### config.mk
export PLATFORM = sky130hd
export DESIGN_NAME = if_id_buffer
export DESIGN_NICKNAME = d
export VERILOG_FILES = /design/src/rtl/if_id_pkg.sv /design/src/rtl/if_id_buffer.sv
export SDC_FILE = /design/constraint.sdc
export NUM_CORES = 1
export LEC_CHECK = 0
export BUFFER_PORTS_ARGS = -buffer_cell sky130_fd_sc_hd__clkbuf_2
export CAP_MARGIN = 30
export CORE_ASPECT_RATIO = 0.75
export CORE_MARGIN = 2
export CORE_UTILIZATION = 40
export DETAILED_ROUTE_END_ITERATION = 10
export GPL_TIMING_DRIVEN = 0
export PLACE_DENSITY = 0.73
export SYNTH_ARGS = -nofsm -noshare
export SYNTH_HDL_FRONTEND = slang
export SYNTH_SLANG_ARGS = --single-unit
### constraint.sdc
create_clock -name clk -period 8.6 [get_ports clk]
set_clock_uncertainty 0.15 [all_clocks]
set_input_delay 1.72 -clock clk [delete_from_list [all_inputs] [get_ports clk]]
set_output_delay 1.72 -clock clk [all_outputs]
set_load 0.005 [all_outputs]
### src/rtl/if_id_pkg.sv
// if_id_pkg: shared definitions for the IF/ID interstage buffer.
//   XLEN           default datapath width of PC, instruction and PC+4
//   NOP_INST       bubble instruction shown to decode when the buffer is empty
//   fetch_bundle_t one fetched bundle {pc, inst, pc4}
package if_id_pkg;

    localparam int unsigned XLEN = 32;

    // addi x0, x0, 0
    localparam logic [31:0] NOP_INST = 32'h0000_0013;

    typedef struct packed {
        logic [XLEN-1:0] pc;
        logic [XLEN-1:0] inst;
        logic [XLEN-1:0] pc4;
    } fetch_bundle_t;

endpackage

### src/rtl/if_id_buffer.sv
// if_id_buffer: elastic FIFO between fetch and decode.
//   clk, reset            clock, asynchronous active-low reset
//   if_valid/if_ready     fetch-side handshake; if_ready doubles as the fetch PC enable
//   if_pc/if_inst/if_pc4  incoming bundle
//   flush                 stage-4 redirect; drops queued and incoming bundles
//   id_valid/id_ready     decode-side handshake
//   id_pc/id_inst/id_pc4  head bundle, or a NOP bubble when empty
//   count                 number of occupied entries
module if_id_buffer
    import if_id_pkg::*;
#(
    parameter int unsigned XLEN  = if_id_pkg::XLEN,
    parameter int unsigned DEPTH = 2
) (
    input  logic                     clk,
    input  logic                     reset,
    input  logic                     if_valid,
    output logic                     if_ready,
    input  logic [XLEN-1:0]          if_pc,
    input  logic [XLEN-1:0]          if_inst,
    input  logic [XLEN-1:0]          if_pc4,
    input  logic                     flush,
    output logic                     id_valid,
    input  logic                     id_ready,
    output logic [XLEN-1:0]          id_pc,
    output logic [XLEN-1:0]          id_inst,
    output logic [XLEN-1:0]          id_pc4,
    output logic [$clog2(DEPTH):0]   count
);

    localparam int unsigned AW = $clog2(DEPTH);
    localparam int unsigned CW = AW + 1;

    typedef struct packed {
        logic [XLEN-1:0] pc;
        logic [XLEN-1:0] inst;
        logic [XLEN-1:0] pc4;
    } entry_t;

    entry_t          mem [DEPTH];
    logic [AW-1:0]   wr_ptr_q, wr_ptr_d;
    logic [AW-1:0]   rd_ptr_q, rd_ptr_d;
    logic [CW-1:0]   count_q, count_d;
    logic            push, pop;

    // Ready comes only from registered occupancy: a pop this cycle never frees a slot.
    assign if_ready = (count_q != CW'(DEPTH));
    assign id_valid = (count_q != '0);
    assign count    = count_q;

    assign push = if_valid & if_ready & ~flush;
    assign pop  = id_valid & id_ready & ~flush;

    always_comb begin
        wr_ptr_d = wr_ptr_q;
        rd_ptr_d = rd_ptr_q;
        count_d  = count_q;
        if (flush) begin
            wr_ptr_d = '0;
            rd_ptr_d = '0;
            count_d  = '0;
        end else begin
            // DEPTH is a power of two, so natural pointer overflow is the wrap.
            if (push) wr_ptr_d = wr_ptr_q + AW'(1);
            if (pop)  rd_ptr_d = rd_ptr_q + AW'(1);
            if (push && !pop)      count_d = count_q + CW'(1);
            else if (pop && !push) count_d = count_q - CW'(1);
        end
    end

    always_ff @(posedge clk or negedge reset) begin
        if (!reset) begin
            wr_ptr_q <= '0;
            rd_ptr_q <= '0;
            count_q  <= '0;
        end else begin
            wr_ptr_q <= wr_ptr_d;
            rd_ptr_q <= rd_ptr_d;
            count_q  <= count_d;
        end
    end

    // Storage holds no reset; validity is tracked by count_q alone.
    always_ff @(posedge clk) begin
        if (push) begin
            mem[wr_ptr_q] <= '{pc: if_pc, inst: if_inst, pc4: if_pc4};
        end
    end

    always_comb begin
        id_pc   = '0;
        id_inst = XLEN'(NOP_INST);
        id_pc4  = '0;
        if (id_valid) begin
            id_pc   = mem[rd_ptr_q].pc;
            id_inst = mem[rd_ptr_q].inst;
            id_pc4  = mem[rd_ptr_q].pc4;
        end
    end

endmodule

## Yosys cells after proc, flatten, opt, wreduce, memory -nomap -nowiden

Memory sizes are Yosys's and may differ from the RTL's.
Cells that the tools add are included.

- Add/subtract/negate cells: 4
- Eq/ne operators: 1
- Multiplexer cells: 12
- Bitwise gates (word level): 5
- Reduce and logical (&&, ||, !) cells: 8

Operators by type and width:

| operator | count |
|---|---|
| 32-bit two-way mux | 3 |
| 1-bit two-way mux | 6 |
| 2-bit two-way mux | 3 |
| 2-bit nonzero test | 3 |
| 1-bit bitwise AND | 4 |
| 3-bit nonzero test | 1 |
| 1-bit adder (second input constant) | 2 |
| 2-bit by 1-bit adder with 2-bit output (second input constant) | 1 |
| 1-bit logical AND | 2 |
| 1-bit logical NOT | 2 |
| 2-bit != test (second input constant) | 1 |
| 2-bit by 1-bit subtractor with 2-bit output (second input constant) | 1 |
| 1-bit NOT | 1 |

- Register bits: 4
- Memory bits (writable): 192
- Input bits: 101
- Output and inout bits: 100
- Word-level logic and storage cells: 34
- Memories: 1

Memories:

| name | words | width | rd ports | clocked after memory_dff | wr ports | line | text |
|---|---|---|---|---|---|---|---|
| mem | 2 | 96 | 1 | 0 | 1 | if_id_buffer.sv:40 | `entry_t mem [DEPTH];` |

## Logic depth before layout (Yosys ltp)

Gate-level depths: netlist (run 1).

- Depth after elaboration: 8
- Gate-level depth with buffers: 5

## Worst setup path before layout (run 1)

Ideal clock, no wire load.

- Path kind: input to register
- Start point: in if_valid
- End point: mem mem[1][0] (netlist name) (enable)
- Arrival: 8.720 ns
- Slack: -0.957 ns
- Stages: 2
- Buffers on the path: 0
- Cell sequence: nand2_1 nor3b_1

- Longest elaborated chain between the ends: 4

Ends and longest elaborated chain:

| what | line | text |
|---|---|---|
| from (decl) | if_id_buffer.sv:17 | `input logic if_valid,` |
| 1-bit bitwise AND (2 in series) | if_id_buffer.sv:51 | `assign push = if_valid & if_ready & ~flush;` |
| 1-bit two-way mux | if_id_buffer.sv:85 | `if (push) begin` |
| 1-bit two-way mux (not written as such) | if_id_buffer.sv:86 | `mem[wr_ptr_q] <= '{pc: if_pc, inst: if_inst, pc4: if_pc4};` |
| to (decl) | if_id_buffer.sv:40 |  |

No other way between the ends.

## Final worst setup path (run 1)

- Start point: reg count_q[0], in the netlist count[0]
- End point: out id_pc4[18]

- Longest elaborated chain between the ends: 2

Ends and longest elaborated chain:

| what | line | text |
|---|---|---|
| from (decl) | if_id_buffer.sv:43 | `logic [CW-1:0] count_q, count_d;` |
| from (signal assigned) | if_id_buffer.sv:79 | `count_q <= count_d;` |
| 2-bit nonzero test | if_id_buffer.sv:48 | `assign id_valid = (count_q != '0);` |
| 32-bit two-way mux | if_id_buffer.sv:94 | `if (id_valid) begin` |
| to (decl) | if_id_buffer.sv:27 | `output logic [XLEN-1:0] id_pc4,` |

No other way between the ends.

==> impl_metrics.yaml, run 1 <==
clock_tree:
  ctsResizeCount: 0
  cts.reportedPaths.clkPinSlew_ns: 0.07
  cts.sinks: 196
  postCtsSetupBuffers: 0
  ctsRootBufferMaster: "clkbuf_16"
  clk-insertion-delay-late_ns: 0.42
  holdBufCountCts: 0
  cts-buffers-inserted: 17
  tritoncts: "built"
  h-tree-depth: 4
  max-clock-path-buffers: 2
worst_setup_path:
  largest_delay_contributor_family_on_the_critical_path: "buffers and inverters"
  critical_path.most_common_cell: "buf_2"
  critPathKind: "reg2out"
  worst_r2r_path_depth: 7
  critical-path-slowest-cell: "dfrtp_1"
  critPathLaunchType: "flop"
  cpPeakStageDelay_ns: 0.47
  critical_path_cell_count: 5
  critical_path_arrival_ns: 1.92
  critPathBufInv: 3
  worst-endpoint-required_ns: 6.73
  endpoint_kind: "primary output"
  timing.critical_path.fanout_max: 10
  timing.critical_path.cells: "nor2_2 > buf_2 > buf_2 > nor2_1 > clkbuf_2"
placed_design:
  hpwlAfterDp_um: 10970
  placed_cell_area_um2: 9027
  routabilityCongestion: 0.7814
  placement.io_buffers: 200
synthesis:
  synth.cell_area_um2: 7465
  ys_seq_area_share_pct: 78.58
  syn_nets: 533
  synth_area_per_cell_um2: 17.28
  yosys_register_bits: 196
  yosysWarnings: 0
  netlist_instances: 432
  yosys.cell_types.count: 24
power:
  combinational_group_share_of_total_power_pct: 10.3
  power.share.clock_pct: 36.9
  vdd.ir_drop.worst_uv: 155.2
  switchingPower_mw: 0.4821
  total_leakage_power_nw: 3.640
  power.sequential.fraction_pct: 52.8
  switching_share_pct: 23.23
  powerDensity_nw_per_um2: 216.3
  p_int_mw: 1.594
worst_hold_path:
  timing.hold.worst.class: "reg2reg"
  hold_path_depth: 2
route:
  iter_0_drt_violations: 225
  detail_route.vias_per_cell: 4.719
  drt_pre_antenna_iters: 4
  drt_drc_violations_left: 0
  routed-via-count: 4356
  route.detailed.wl_per_inst_um: 16.20
  route.antenna.remaining_nets: 0
  routed_wirelength_um: 14950
run:
  cap_viol_max_count: 0
timing:
  grt_setup_unrepaired: "no"
  worst-slew-pin-transition_ns: 0.6622
  post-route-min-period_ns: 3.794
  setup_viol_count_final: 0
  post-route-period-util_pct: 44.11
  finalHoldViolCount: 0
  max_clock_freq_mhz: 263.6
  setup_total_negative_slack_ns: 0
  drv_slew: 0
  slew_headroom_pct: 55.80
global_route:
  grt_pass1_vias: 4408
  grt.total_usage_pct: 14.98
  maximum_number_of_pins_on_one_net_before_global_route_repair: 21
  global_route_wire_length_before_repair_um: 22580
  number_of_antenna_violations_at_the_first_check_in_global_routing: 0
  total_global_routing_overflow: 0
die:
  die_width_um: 161.7
  boundaryPins: 201
  core_area_um2: 18400
  floorplan.die.height_um: 122.3
  placement_rows: 43
  dieArea_um2: 19780
  initial_standard_cell_utilization_of_the_core_pct: 40.57
final_layout:
  seqCellArea_um2: 5866
  layout-drive-gt1-share_pct: 39.64
  final_net_count: 764
  antennaDiodeCount: 0
  multiInputGateArea_um2: 1470
  final_cell_area_um2: 9599
  synthToLayoutAreaGrowth_pct: 28.60
  fill_cells: 1533
run_status:
  status: "completed"
[flip-flops by register name, summed over array words and instances, names as in the netlist]
name and flops:
count 2, mem 192, rd_ptr_q 1, wr_ptr_q 1
[synthesized netlist by cell type]
cell type / count / share of area, %
xor2_1: 1 / 0.12
or3_1: 1 / 0.084
a21oi_1: 4 / 0.27
buf_6: 4 / 0.60
buf_4: 5 / 0.50
dfrtp_1: 4 / 1.3
nor3b_1: 2 / 0.20
o21ai_0: 2 / 0.13
nor2b_2: 1 / 0.12
buf_1: 1 / 0.050
nand3b_1: 1 / 0.10
a21o_1: 1 / 0.10
nor2_1: 94 / 4.7
inv_1: 1 / 0.050
inv_2: 2 / 0.10
o211ai_1: 1 / 0.10
nor2_2: 1 / 0.084
clkbuf_1: 1 / 0.050
edfxtp_1: 192 / 77
mux2i_1: 97 / 13
or2_0: 1 / 0.084
buf_2: 10 / 0.67
nor3_1: 1 / 0.067
nand2_1: 4 / 0.20
[worst reg2reg max path, stage by stage, from the launching register on]
cell     delay (ns)
dfrtp_1        0.47
nor2b_2        0.21
inv_2          0.07
nand2_1        0.13
nor3b_4        0.62
buf_8          0.26
buf_8          0.21
buf_8          0.19
[power by group through the flow]
stage | combinational [mW] | sequential [mW] | clock, mW
floorplan | 0.110 | 1.12 | 0
global placement | 0.198 | 1.12 | 0
detailed placement | 0.218 | 1.12 | 0
CTS | 0.218 | 1.10 | 0.785
global route | 0.236 | 1.10 | 0.819
finish | 0.214 | 1.10 | 0.766
[placed cells by master, fill, tap and decap left out, drive strengths merged]
cell    Yosys  final
edfxtp    192    192
or3         1      1
clkinv      0      7
nand2       4      4
clkbuf      1    219
nand3b      1      1
o21ai       2      2
dfrtp       4      4
nor2       95     95
nor3b       2      2
a21oi       4      4
buf        20     32
mux2i      97     97
xor2        1      1
nor2b       1      1
o211ai      1      1
inv         3      9
or2         1      1
a21o        1      1
nor3        1      1
bufinv      0      1
[cell type report]
class / count / share of cell area (%)
plain buffers: 21 / 1.460
clock buffers: 18 / 4.471
clock inverters: 14 / 1.486
inverters: 3 / 0.1173
multi-input cells: 212 / 15.32
flip-flops and latches: 196 / 61.11
well taps: 247 / 3.219
repair buffers: 212 / 12.83
[metrics by stage]
| stage | worst slack, ns | hold WS [ns] | utilization (%) | power (mW) | std cells |
|---|---|---|---|---|---|
| floorplan | 2.390 | 0.3924 | - | 1.229 | 432 |
| global placement | 0.4139 | 0.4156 | 47.74 | 1.319 | 879 |
| detailed placement | 4.818 | 0.5085 | 49.06 | 1.335 | 891 |
| CTS | 4.724 | 0.5165 | 52.17 | 2.099 | 923 |
| global route | 4.636 | 0.5783 | 52.17 | 2.152 | 923 |
| finish | 4.806 | 0.5257 | 52.17 | 2.076 | 923 |
[worst paths after layout]
kind	from	to	slack [ns]
max in group asynchronous	reset	count[1]$_DFFE_PN0P_	7.23
min in group asynchronous	reset	count[0]$_DFFE_PN0P_	0.94
worst max register to register	count[1]$_DFFE_PN0P_	mem[1][40]$_DFFE_PP_	5.99
worst min-delay path	wr_ptr_q$_DFFE_PN0P_	wr_ptr_q$_DFFE_PN0P_	0.53
worst min register to register	wr_ptr_q$_DFFE_PN0P_	wr_ptr_q$_DFFE_PN0P_	0.53
worst max-delay path	count[0]$_DFFE_PN0P_	id_pc4[18]	4.81
[cell families after synthesis]
family,synth area share (%)
multiplexers,13.01
AND/OR/NAND/NOR,5.665
AO/OA/AOI/OAI,0.6035
flip-flops,78.58
buffers and inverters,2.028
XOR/XNOR,0.1174
[routing by layer]
metal / wire [um] / global-route usage (%) / part of all wire (%)
met3: 942 / 4.089 / 6.3
met5: 0 / 0 / 0
met2: 7605 / 26.07 / 51
met4: 204 / 5.199 / 1.4
met1: 6197 / 18.21 / 41
No activity file was read; power rests on OpenSTA's default activity.
==> run 2, diff against run 1 <==
Clock period 8.6 ns to 3.3 ns, I/O delays scaled along.
==> run 2 against run 1 <==
Against the previous run: cell count is the same; core utilization grew 0.088 points; non-clock buffer count is the same; sequential share of layout area shrank 0.090 points; register-to-register slack lost 5.2 ns; critical path type unchanged; count of clock-buffer cells in the layout shrank 1; combinational power grew to 2.6 times the previous value; clock power grew to 2.6 times the previous value; largest power group unchanged; setup slack lost 4.3 ns.
==> impl_metrics.yaml, run 2 (synthesis results as in run 1) <==
run_status:
  status: "completed"
power:
  powerDensity_nw_per_um2: 558.8
  design_power_total_mw: 5.373
  total_leakage_power_nw: 3.630
  vdd.ir_drop.worst_uv: 323.5
route:
  drt_pre_antenna_iters: 4
  route.antenna.remaining_nets: 0
  routed_wirelength_um: 14790
  routed-via-count: 4296
  route.detailed.wl_per_inst_um: 16.02
  drt_drc_violations_left: 0
  iter_0_drt_violations: 206
  detail_route.vias_per_cell: 4.654
worst_setup_path:
  worst-endpoint-required_ns: 2.49
  critPathKind: "reg2out"
  timing.critical_path.fanout_max: 10
  endpoint_kind: "primary output"
  critical_path_arrival_ns: 2.00
  critical-path-slowest-cell: "dfrtp_1"
  critPathLaunchType: "flop"
  cpPeakStageDelay_ns: 0.48
  critical_path.most_common_cell: "buf_2"
  timing.critical_path.cells: "nor2_2 > buf_2 > buf_2 > nor2_1 > clkbuf_2"
clock_tree:
  holdBufCountCts: 1
  postCtsSetupBuffers: 0
  h-tree-depth: 4
  max-clock-path-buffers: 2
  clk-insertion-delay-late_ns: 0.43
  ctsResizeCount: 0
  cts.sinks: 196
  cts-buffers-inserted: 17
  cts.reportedPaths.clkPinSlew_ns: 0.07
  tritoncts: "built"
  ctsRootBufferMaster: "clkbuf_16"
die:
  initial_standard_cell_utilization_of_the_core_pct: 40.57
  floorplan.die.height_um: 122.3
  dieArea_um2: 19780
  die_width_um: 161.7
  placement_rows: 43
  boundaryPins: 201
  core_area_um2: 18400
final_layout:
  largest_register: "mem"
  fill_cells: 1537
  layout-drive-gt1-share_pct: 39.94
  most_frequent_cells_in_the_layout: "clkbuf_2 (200), edfxtp_1 (192), mux2i_1 (97)"
  antennaDiodeCount: 0
  final_net_count: 764
  final_cell_area_um2: 9615
  synthToLayoutAreaGrowth_pct: 28.81
  final_common_cell: "clkbuf_2"
  largest_register_ff_count: 192
timing:
  slew_headroom_pct: 32.54
  drv_slew: 0
  worst-slew-pin-transition_ns: 1.011
  setup_viol_count_final: 0
  max_clock_freq_mhz: 356.1
  grt_setup_unrepaired: "no"
  post-route-min-period_ns: 2.808
  post-route-period-util_pct: 85.09
  finalHoldViolCount: 0
global_route:
  total_global_routing_overflow: 0
  grt_pass1_vias: 4291
  grt.total_usage_pct: 14.83
  maximum_number_of_pins_on_one_net_before_global_route_repair: 20
  number_of_antenna_violations_at_the_first_check_in_global_routing: 0
  global_route_wire_length_before_repair_um: 22280
worst_hold_path:
  timing.hold.worst.class: "in2reg"
placed_design:
  routabilityCongestion: 0.7480
  hpwlAfterDp_um: 10770
  placement.io_buffers: 200
  placed_cell_area_um2: 9039
run:
  cap_viol_max_count: 0
==> run 2: cell types whose count changed in the layout (fill, tap and decap cells not counted), sizes merged <==
cell | previous run | this run
bufinv | 1 | 0
clkinvlp | 0 | 2
clkbuf | 219 | 218
inv | 9 | 10
buf | 32 | 31
dlygate4sd3 | 0 | 1
clkinv | 7 | 6
==> run 2: final cells by class <==
type                            count  area (um2)  area share [%]
Sequential cell                   196        5867           61.02
Multi-Input combinational cell    212        1483           15.42
Timing Repair Buffer              212        1239           12.88
Clock buffer                       17       425.4           4.424
Tap cell                          247       309.0           3.214
Clock inverter                     15       141.4           1.470
Buffer                             21       140.1           1.457
Inverter                            3       11.26          0.1171
==> run 2: critical path, delay by kind of cell (launching register included) <==
family,cells,cell delay [ns]
buf+inv,3,0.76
flops,1,0.48
simple gates,2,0.31
==> run 2: per-layer routing <==
metal	track usage (%)	share of wire (%)	vias to the layer above
met3	5.340	7.5	14
li1	-	-	2069
met4	4.093	0.97	0
met2	25.19	50	141
met5	0	0	-
met1	18.12	41	2072
==> run 2: path summary, 6_finish.rpt <==
check                                           from                   end  slack, ns  cells after the start
worst max-delay path            count[0]$_DFFE_PN0P_              id_pc[7]       0.49                      5
worst min-delay path                       if_pc[29]  mem[0][93]$_DFFE_PP_       0.26                      1
worst max register to register  count[1]$_DFFE_PN0P_  mem[1][50]$_DFFE_PP_       0.77                      6
worst min register to register  wr_ptr_q$_DFFE_PN0P_  wr_ptr_q$_DFFE_PN0P_       0.49                      2
max in group asynchronous                      reset  count[1]$_DFFE_PN0P_       2.43                      2
min in group asynchronous                      reset  wr_ptr_q$_DFFE_PN0P_       0.43                      2
==> run 2: report_power, final <==
| part | switching [mW] | internal, mW |
|---|---|---|
| clock | 0.958 | 0.999 |
| sequential | 0.0241 | 2.83 |
| combinational | 0.303 | 0.257 |
==> run 2: metrics by stage <==
| step | worst slack, ns | setup TNS [ns] | hold WS (ns) | std cells | utilization, % |
|---|---|---|---|---|---|
| 5_1_grt | 0.3531 | 0 | 0.2416 | 923 | 52.26 |
| 4_1_cts | 0.4474 | 0 | 0.2424 | 923 | 52.26 |
| 6_report | 0.4920 | 0 | 0.2626 | 923 | 52.26 |
| 2_1_floorplan | -0.4619 | -71.48 | 0.2144 | 432 | - |
| 3_3_place_gp | -1.697 | -309.93 | 0.3189 | 879 | 47.89 |
| 3_5_place_dp | 0.5777 | 0 | 0.3240 | 890 | 49.12 |
